`src/rtl/adder_op_sequencer_pkg.sv`:
```
// Shared constants for the adder operation sequencer: state encoding,
// datapath widths and default timing parameters.
package adder_op_sequencer_pkg;

  localparam int OPND_W = 4;
  localparam int SUM_W  = 5;

  localparam int DEB_CYCLES_DEF    = 4;
  localparam int SETTLE_CYCLES_DEF = 2;

  typedef logic [1:0] state_t;

  localparam state_t ST_IDLE     = 2'd0;
  localparam state_t ST_SETTLE   = 2'd1;
  localparam state_t ST_LATCH    = 2'd2;
  localparam state_t ST_WAIT_REL = 2'd3;

endpackage

```
`src/rtl/adder_op_sequencer_btn_debounce.sv`:
```
// Button conditioner: two-flop synchronizer, stability counter, clean level
// and a one-cycle press event on each clean rising transition.
module btn_debounce
  import adder_op_sequencer_pkg::*;
#(
  parameter int DEB_CYCLES = DEB_CYCLES_DEF
) (
  input  logic clk,
  input  logic rst_n,
  input  logic srst,
  input  logic btn,
  output logic clean,
  output logic press_evt
);

  localparam int CNT_W = $clog2(DEB_CYCLES + 1);

  logic             sync1_r;
  logic             sync2_r;
  logic             clean_r;
  logic             press_evt_r;
  logic [CNT_W-1:0] cnt_r;
  logic             differ_s;
  logic             expire_s;

  // The level flips on the DEB_CYCLES-th consecutive cycle of disagreement.
  assign differ_s = sync2_r ^ clean_r;
  assign expire_s = differ_s && (cnt_r == CNT_W'(DEB_CYCLES - 1));

  // Synchronizer, stability counter, clean level and press pulse
  always_ff @(posedge clk or negedge rst_n) begin
    if (!rst_n) begin
      sync1_r     <= 1'b0;
      sync2_r     <= 1'b0;
      clean_r     <= 1'b0;
      press_evt_r <= 1'b0;
      cnt_r       <= '0;
    end else if (srst) begin
      sync1_r     <= 1'b0;
      sync2_r     <= 1'b0;
      clean_r     <= 1'b0;
      press_evt_r <= 1'b0;
      cnt_r       <= '0;
    end else begin
      sync1_r     <= btn;
      sync2_r     <= sync1_r;
      press_evt_r <= expire_s & ~clean_r;
      if (expire_s) begin
        clean_r <= ~clean_r;
        cnt_r   <= '0;
      end else if (differ_s) begin
        cnt_r <= cnt_r + CNT_W'(1);
      end else begin
        cnt_r <= '0;
      end
    end
  end

  assign clean     = clean_r;
  assign press_evt = press_evt_r;

endmodule

```
`src/rtl/adder_op_sequencer.sv`:
```
// Front-panel sequencer for the 4-bit adder: debounced press captures the
// switch operands, waits for the adder to settle, then latches the sum.
// Build option ADDER_ACCUM_EN: operand B is the running total and Ovf is sticky.
module adder_op_sequencer
  import adder_op_sequencer_pkg::*;
#(
  parameter int DEB_CYCLES    = DEB_CYCLES_DEF,
  parameter int SETTLE_CYCLES = SETTLE_CYCLES_DEF
) (
  input  logic              Clk,
  input  logic              Rst_n,
  input  logic [7:0]        Sw,
  input  logic              Btn0,
  output logic [OPND_W-1:0] Add_A,
  output logic [OPND_W-1:0] Add_B,
  input  logic [SUM_W-1:0]  Add_Sum,
  output logic [SUM_W-1:0]  Output,
  output logic              Busy,
  output logic              Done,
  output logic              Ovf
);

  localparam int SCNT_W = $clog2(SETTLE_CYCLES + 1);

  state_t              state_r;
  logic [SCNT_W-1:0]   settle_cnt_r;
  logic [OPND_W-1:0]   add_a_r;
  logic [OPND_W-1:0]   add_b_r;
  logic [SUM_W-1:0]    result_r;
  logic                busy_r;
  logic                done_r;
  logic                ovf_r;
  logic                clean_s;
  logic                press_evt_s;
  logic [OPND_W-1:0]   opnd_b_s;
  logic                ovf_next_s;

  btn_debounce #(
    .DEB_CYCLES (DEB_CYCLES)
  ) u_btn0_deb (
    .clk       (Clk),
    .rst_n     (Rst_n),
    .srst      (1'b0),
    .btn       (Btn0),
    .clean     (clean_s),
    .press_evt (press_evt_s)
  );

`ifdef ADDER_ACCUM_EN
  logic unused_sw_hi_s;
  assign unused_sw_hi_s = ^Sw[7:4];
  assign opnd_b_s       = result_r[OPND_W-1:0];
  assign ovf_next_s     = ovf_r | Add_Sum[SUM_W-1];
`else
  assign opnd_b_s       = Sw[7:4];
  assign ovf_next_s     = Add_Sum[SUM_W-1];
`endif

  // Operation FSM with operand, result and status registers
  always_ff @(posedge Clk or negedge Rst_n) begin
    if (!Rst_n) begin
      state_r      <= ST_IDLE;
      settle_cnt_r <= '0;
      add_a_r      <= '0;
      add_b_r      <= '0;
      result_r     <= '0;
      busy_r       <= 1'b0;
      done_r       <= 1'b0;
      ovf_r        <= 1'b0;
    end else begin
      done_r <= 1'b0;
      case (state_r)
        ST_IDLE: begin
          if (press_evt_s) begin
            add_a_r      <= Sw[3:0];
            add_b_r      <= opnd_b_s;
            busy_r       <= 1'b1;
            settle_cnt_r <= '0;
            state_r      <= ST_SETTLE;
          end
        end
        ST_SETTLE: begin
          if (settle_cnt_r == SCNT_W'(SETTLE_CYCLES - 1)) begin
            state_r <= ST_LATCH;
          end else begin
            settle_cnt_r <= settle_cnt_r + SCNT_W'(1);
          end
        end
        ST_LATCH: begin
          result_r <= Add_Sum;
          ovf_r    <= ovf_next_s;
          done_r   <= 1'b1;
          busy_r   <= 1'b0;
          state_r  <= ST_WAIT_REL;
        end
        ST_WAIT_REL: begin
          // A new operation needs the clean level to drop first.
          if (!clean_s) begin
            state_r <= ST_IDLE;
          end
        end
        default: begin
          busy_r  <= 1'b0;
          state_r <= ST_IDLE;
        end
      endcase
    end
  end

  assign Add_A  = add_a_r;
  assign Add_B  = add_b_r;
  assign Output = result_r;
  assign Busy   = busy_r;
  assign Done   = done_r;
  assign Ovf    = ovf_r;

endmodule

```
`config.mk`:
```
export PLATFORM = sky130hd
export DESIGN_NAME = adder_op_sequencer
export DESIGN_NICKNAME = d
export VERILOG_FILES = /design/src/rtl/adder_op_sequencer_pkg.sv /design/src/rtl/adder_op_sequencer_btn_debounce.sv /design/src/rtl/adder_op_sequencer.sv
export SDC_FILE = /design/constraint.sdc
export NUM_CORES = 1
export LEC_CHECK = 0
export CORE_MARGIN = 3
export CORE_UTILIZATION = 41
export DETAILED_ROUTE_END_ITERATION = 7
export PLACE_DENSITY = 0.73
export SLEW_MARGIN = 30
export SYNTH_ARGS = -nofsm -noshare
export SYNTH_HDL_FRONTEND = slang
export SYNTH_SLANG_ARGS = --single-unit
```
`constraint.sdc`:
```
create_clock -name Clk -period 1.7 [get_ports Clk]
set_clock_uncertainty 0.05 [all_clocks]
set_input_delay 0.34 -clock Clk [delete_from_list [all_inputs] [get_ports Clk]]
set_output_delay 0.34 -clock Clk [all_outputs]
set_load 0.03 [all_outputs]
```
==> results of run 1 <==
[repair_timing]
action,in CTS,in global routing
setup endpoints to repair,17,1
resized for setup,16,4
endpoints found under the hold margin,0,0
setup buffers,2,0
[routing by layer]
metal | part of all wire (%) | global-route usage [%] | vias up
met3 | 5.5 | 4.900 | 2
met1 | 41 | 16.50 | 368
met2 | 52 | 24.52 | 20
met5 | 0 | 0 | -
met4 | 0.94 | 4.967 | 0
li1 | - | - | 363
[worst register-to-register path: stages (launching register included)]
cell and delay, ps:
dfrtp_1 380, inv_1 110, ha_4 200, nor2b_2 160
a221o_1 300, mux2_1 320
[power by group through the flow]
stage | sequential, mW | clock [mW] | combinational (mW)
after floorplan | 1.38 | 0 | 0.616
after global placement | 1.03 | 0 | 1.49
after detailed placement | 1.06 | 0 | 1.54
after CTS | 1.03 | 0.433 | 1.46
after global routing | 1.06 | 0.459 | 1.62
final | 1.02 | 0.423 | 1.47
[metrics by stage]
step	hold WS, ps	cells	instance area, um2
global route	310.2	153	1531
finish	302.1	153	1531
detailed placement	295.7	147	1466
CTS	302.8	153	1514
floorplan	-5.591	85	1107
global placement	284.3	147	1466
[final timing paths]
kind                       slack (ps)             endpoint               start  cells past startpoint
min                               300  u_btn0_deb.cnt_r[1]               Rst_n                      2
max                                90           state_r[1]          state_r[0]                      5
max reg2reg                        90           state_r[1]          state_r[0]                      5
min reg2reg                       330   u_btn0_deb.sync2_r  u_btn0_deb.sync1_r                      0
min in group Clk                  330   u_btn0_deb.sync2_r  u_btn0_deb.sync1_r                      0
max in group asynchronous        1050                 Busy               Rst_n                      2
[Yosys cell counts]
library cell	count	share of area (%)
dfrtp_1	26	59
mux2_2	13	13
ha_1	8	9.0
inv_1	7	2.4
nor2_1	7	2.4
o21ai_0	4	1.8
nand2_1	3	1.0
a21oi_1	2	0.90
mux2i_1	2	1.8
nand3_1	2	0.90
a221o_1	1	0.90
and2_1	1	0.57
buf_4	1	0.68
clkbuf_1	1	0.34
mux2_1	1	1.0
nand2b_1	1	0.57
nor2b_1	1	0.57
nor3b_1	1	0.68
o221ai_1	1	0.79
or4b_2	1	0.90
xor2_1	1	0.79
[state kept, by name, indices dropped and copies added, names as in the netlist]
| name | flops |
|---|---|
| settle_cnt_r | 2 |
| Output | 5 |
| u_btn0_deb.sync1_r | 1 |
| u_btn0_deb.press_evt | 1 |
| Done | 1 |
| Add_A | 4 |
| u_btn0_deb.sync2_r | 1 |
| Add_B | 4 |
| state_r | 2 |
| Busy | 1 |
| u_btn0_deb.clean | 1 |
| u_btn0_deb.cnt_r | 3 |
[logic make-up (layout without fill, tap and decap cells)]
family | Yosys count | count (layout) | synth area share (%)
compound gates | 8 | 8 | 4.407
xor+xnor | 1 | 1 | 0.7911
fa+ha+maj | 8 | 8 | 9.040
buf+inv | 9 | 47 | 3.390
flops | 26 | 26 | 58.76
mux | 16 | 16 | 16.05
simple gates | 17 | 17 | 7.572
[area by class of cell]
| cell class | instances | area (um2) | share of cell area [%] |
|---|---|---|---|
| sequential | 26 | 650.6 | 42.48 |
| multi-input combinational | 50 | 436.7 | 28.51 |
| tap | 30 | 37.54 | 2.451 |
| timing repair buffer | 36 | 327.8 | 21.41 |
| clock inverter | 1 | 30.03 | 1.961 |
| inverter | 7 | 26.28 | 1.716 |
| clock buffer | 3 | 22.52 | 1.471 |
==> impl_metrics.tcl, run 1 <==
set metrics [dict create \
    synth_fp_nets 109 \
    drive_gt1_share_pct 21.14 \
    clock_power_share_pct 14.5 \
    start_util_pct 43.90 \
    yosysWarningCount 0 \
    max_stage_delay_ps 380 \
    cts_hold_buf 0 \
    drtIter0Drc 5 \
    detail-route-antenna-nets 0 \
    p_sw_mw 1.154 \
    firstDrtPassIters 3 \
    viasPerCell 4.922 \
    critPathBufInv 1 \
    maxSlewViolCount 0 \
    rsz0062_at_grt "false" \
    cts_buffer_depth 2 \
    gp_congestion 0.7207 \
    die_y_um 57.97 \
    core_area_mm2 0.002522 \
    clock-sinks 26 \
    overflow 0 \
    start_kind "flip-flop" \
    tritoncts "yes" \
    worstPathRequired_ps 1870 \
    grt_usage_pct 14.27 \
    grt_first_pass_wirelength_um 3677 \
    path_max_fanout 6 \
    route.detailed.drc 0 \
    total_power_mw 2.918 \
    cts_buffers 3 \
    avgSynthCellArea_um2 13.03 \
    final_util_pct 60.71 \
    synthCells 85 \
    slowest_stage "dfrtp_1" \
    critPathKind "flip-flop to flip-flop" \
    internal_power_mw 1.764 \
    antenna_found_initial 0 \
    htree_num_levels 1 \
    path_cells "inv_1 > ha_4 > nor2b_2 > a221o_1 > mux2_1" \
    holdCritPathClass "input port to asynchronous set/reset pin" \
    dp.final_hpwl_um 1520 \
    synthesis.area_mm2 0.001107 \
    mostFrequentLayoutCell "dfrtp_1" \
    die_width_um 57.97 \
    drt-total-wl_um 2021 \
    fin_ws_ps 89.63 \
    mostFrequentLayoutCells "26 x dfrtp_1, 16 x dlygate4sd2_1, 15 x clkdlybuf4s50_1" \
    powerDensity_mw_per_mm2 1905 \
    via_count 753 \
    die_area_mm2 0.003361 \
    grt_pass1_vias 825 \
    max_freq_mhz 621.0 \
    hold_violations 0 \
    clk-insertion-delay-late_ps 320 \
    yosysSeqAreaShare_pct 58.76 \
    ys_ff_latch 26 \
    num_antenna_cells 0 \
    place.port_buffers 31 \
    cp_top_family "flip-flops" \
    p_seq_share_pct 35.1 \
    area_growth_syn_to_layout_pct 38.31 \
    clkTransAtPathRegs_ps 140 \
    nFillCells 222 \
    yosysUniqueCellTypes 21 \
    dp_slack_ps -9.922 \
    rows 18 \
    cap_violations 0 \
    setup-violations-final 0 \
    p_comb_share_pct 50.4 \
    peakVddDrop_v 0.001224 \
    period_needed_ps 1610 \
    cts-root-buf "clkbuf_4" \
    arrival_ps 1780 \
    p_leak_nw 0.7186 \
    setup-tns-final_ps 0 \
    status "finished clean" \
    period_share_pct 94.73 \
    slew_headroom_pct 77.81 \
    wl_per_cell_um 13.21 \
    tightest_slew_ps 332.1 \
    grt_max_degree 27 \
    cp-end-kind "flip-flop" \
    swShare_pct 39.55 \
    nNetsFinal 148 \
    pin_count 32 \
]
No activity file was read; power rests on OpenSTA's default activity.
==> run 2, diff against run 1 <==
--- a/config.mk
+++ b/config.mk
@@ -8,6 +8,7 @@
 export CORE_MARGIN = 3
 export CORE_UTILIZATION = 41
 export DETAILED_ROUTE_END_ITERATION = 7
+export GPL_ROUTABILITY_DRIVEN = 0
 export PLACE_DENSITY = 0.73
 export SLEW_MARGIN = 30
 export SYNTH_ARGS = -nofsm -noshare
==> results of run 2 <==
Same layout as run 1: the final DEF is identical, and so are final timing and power.
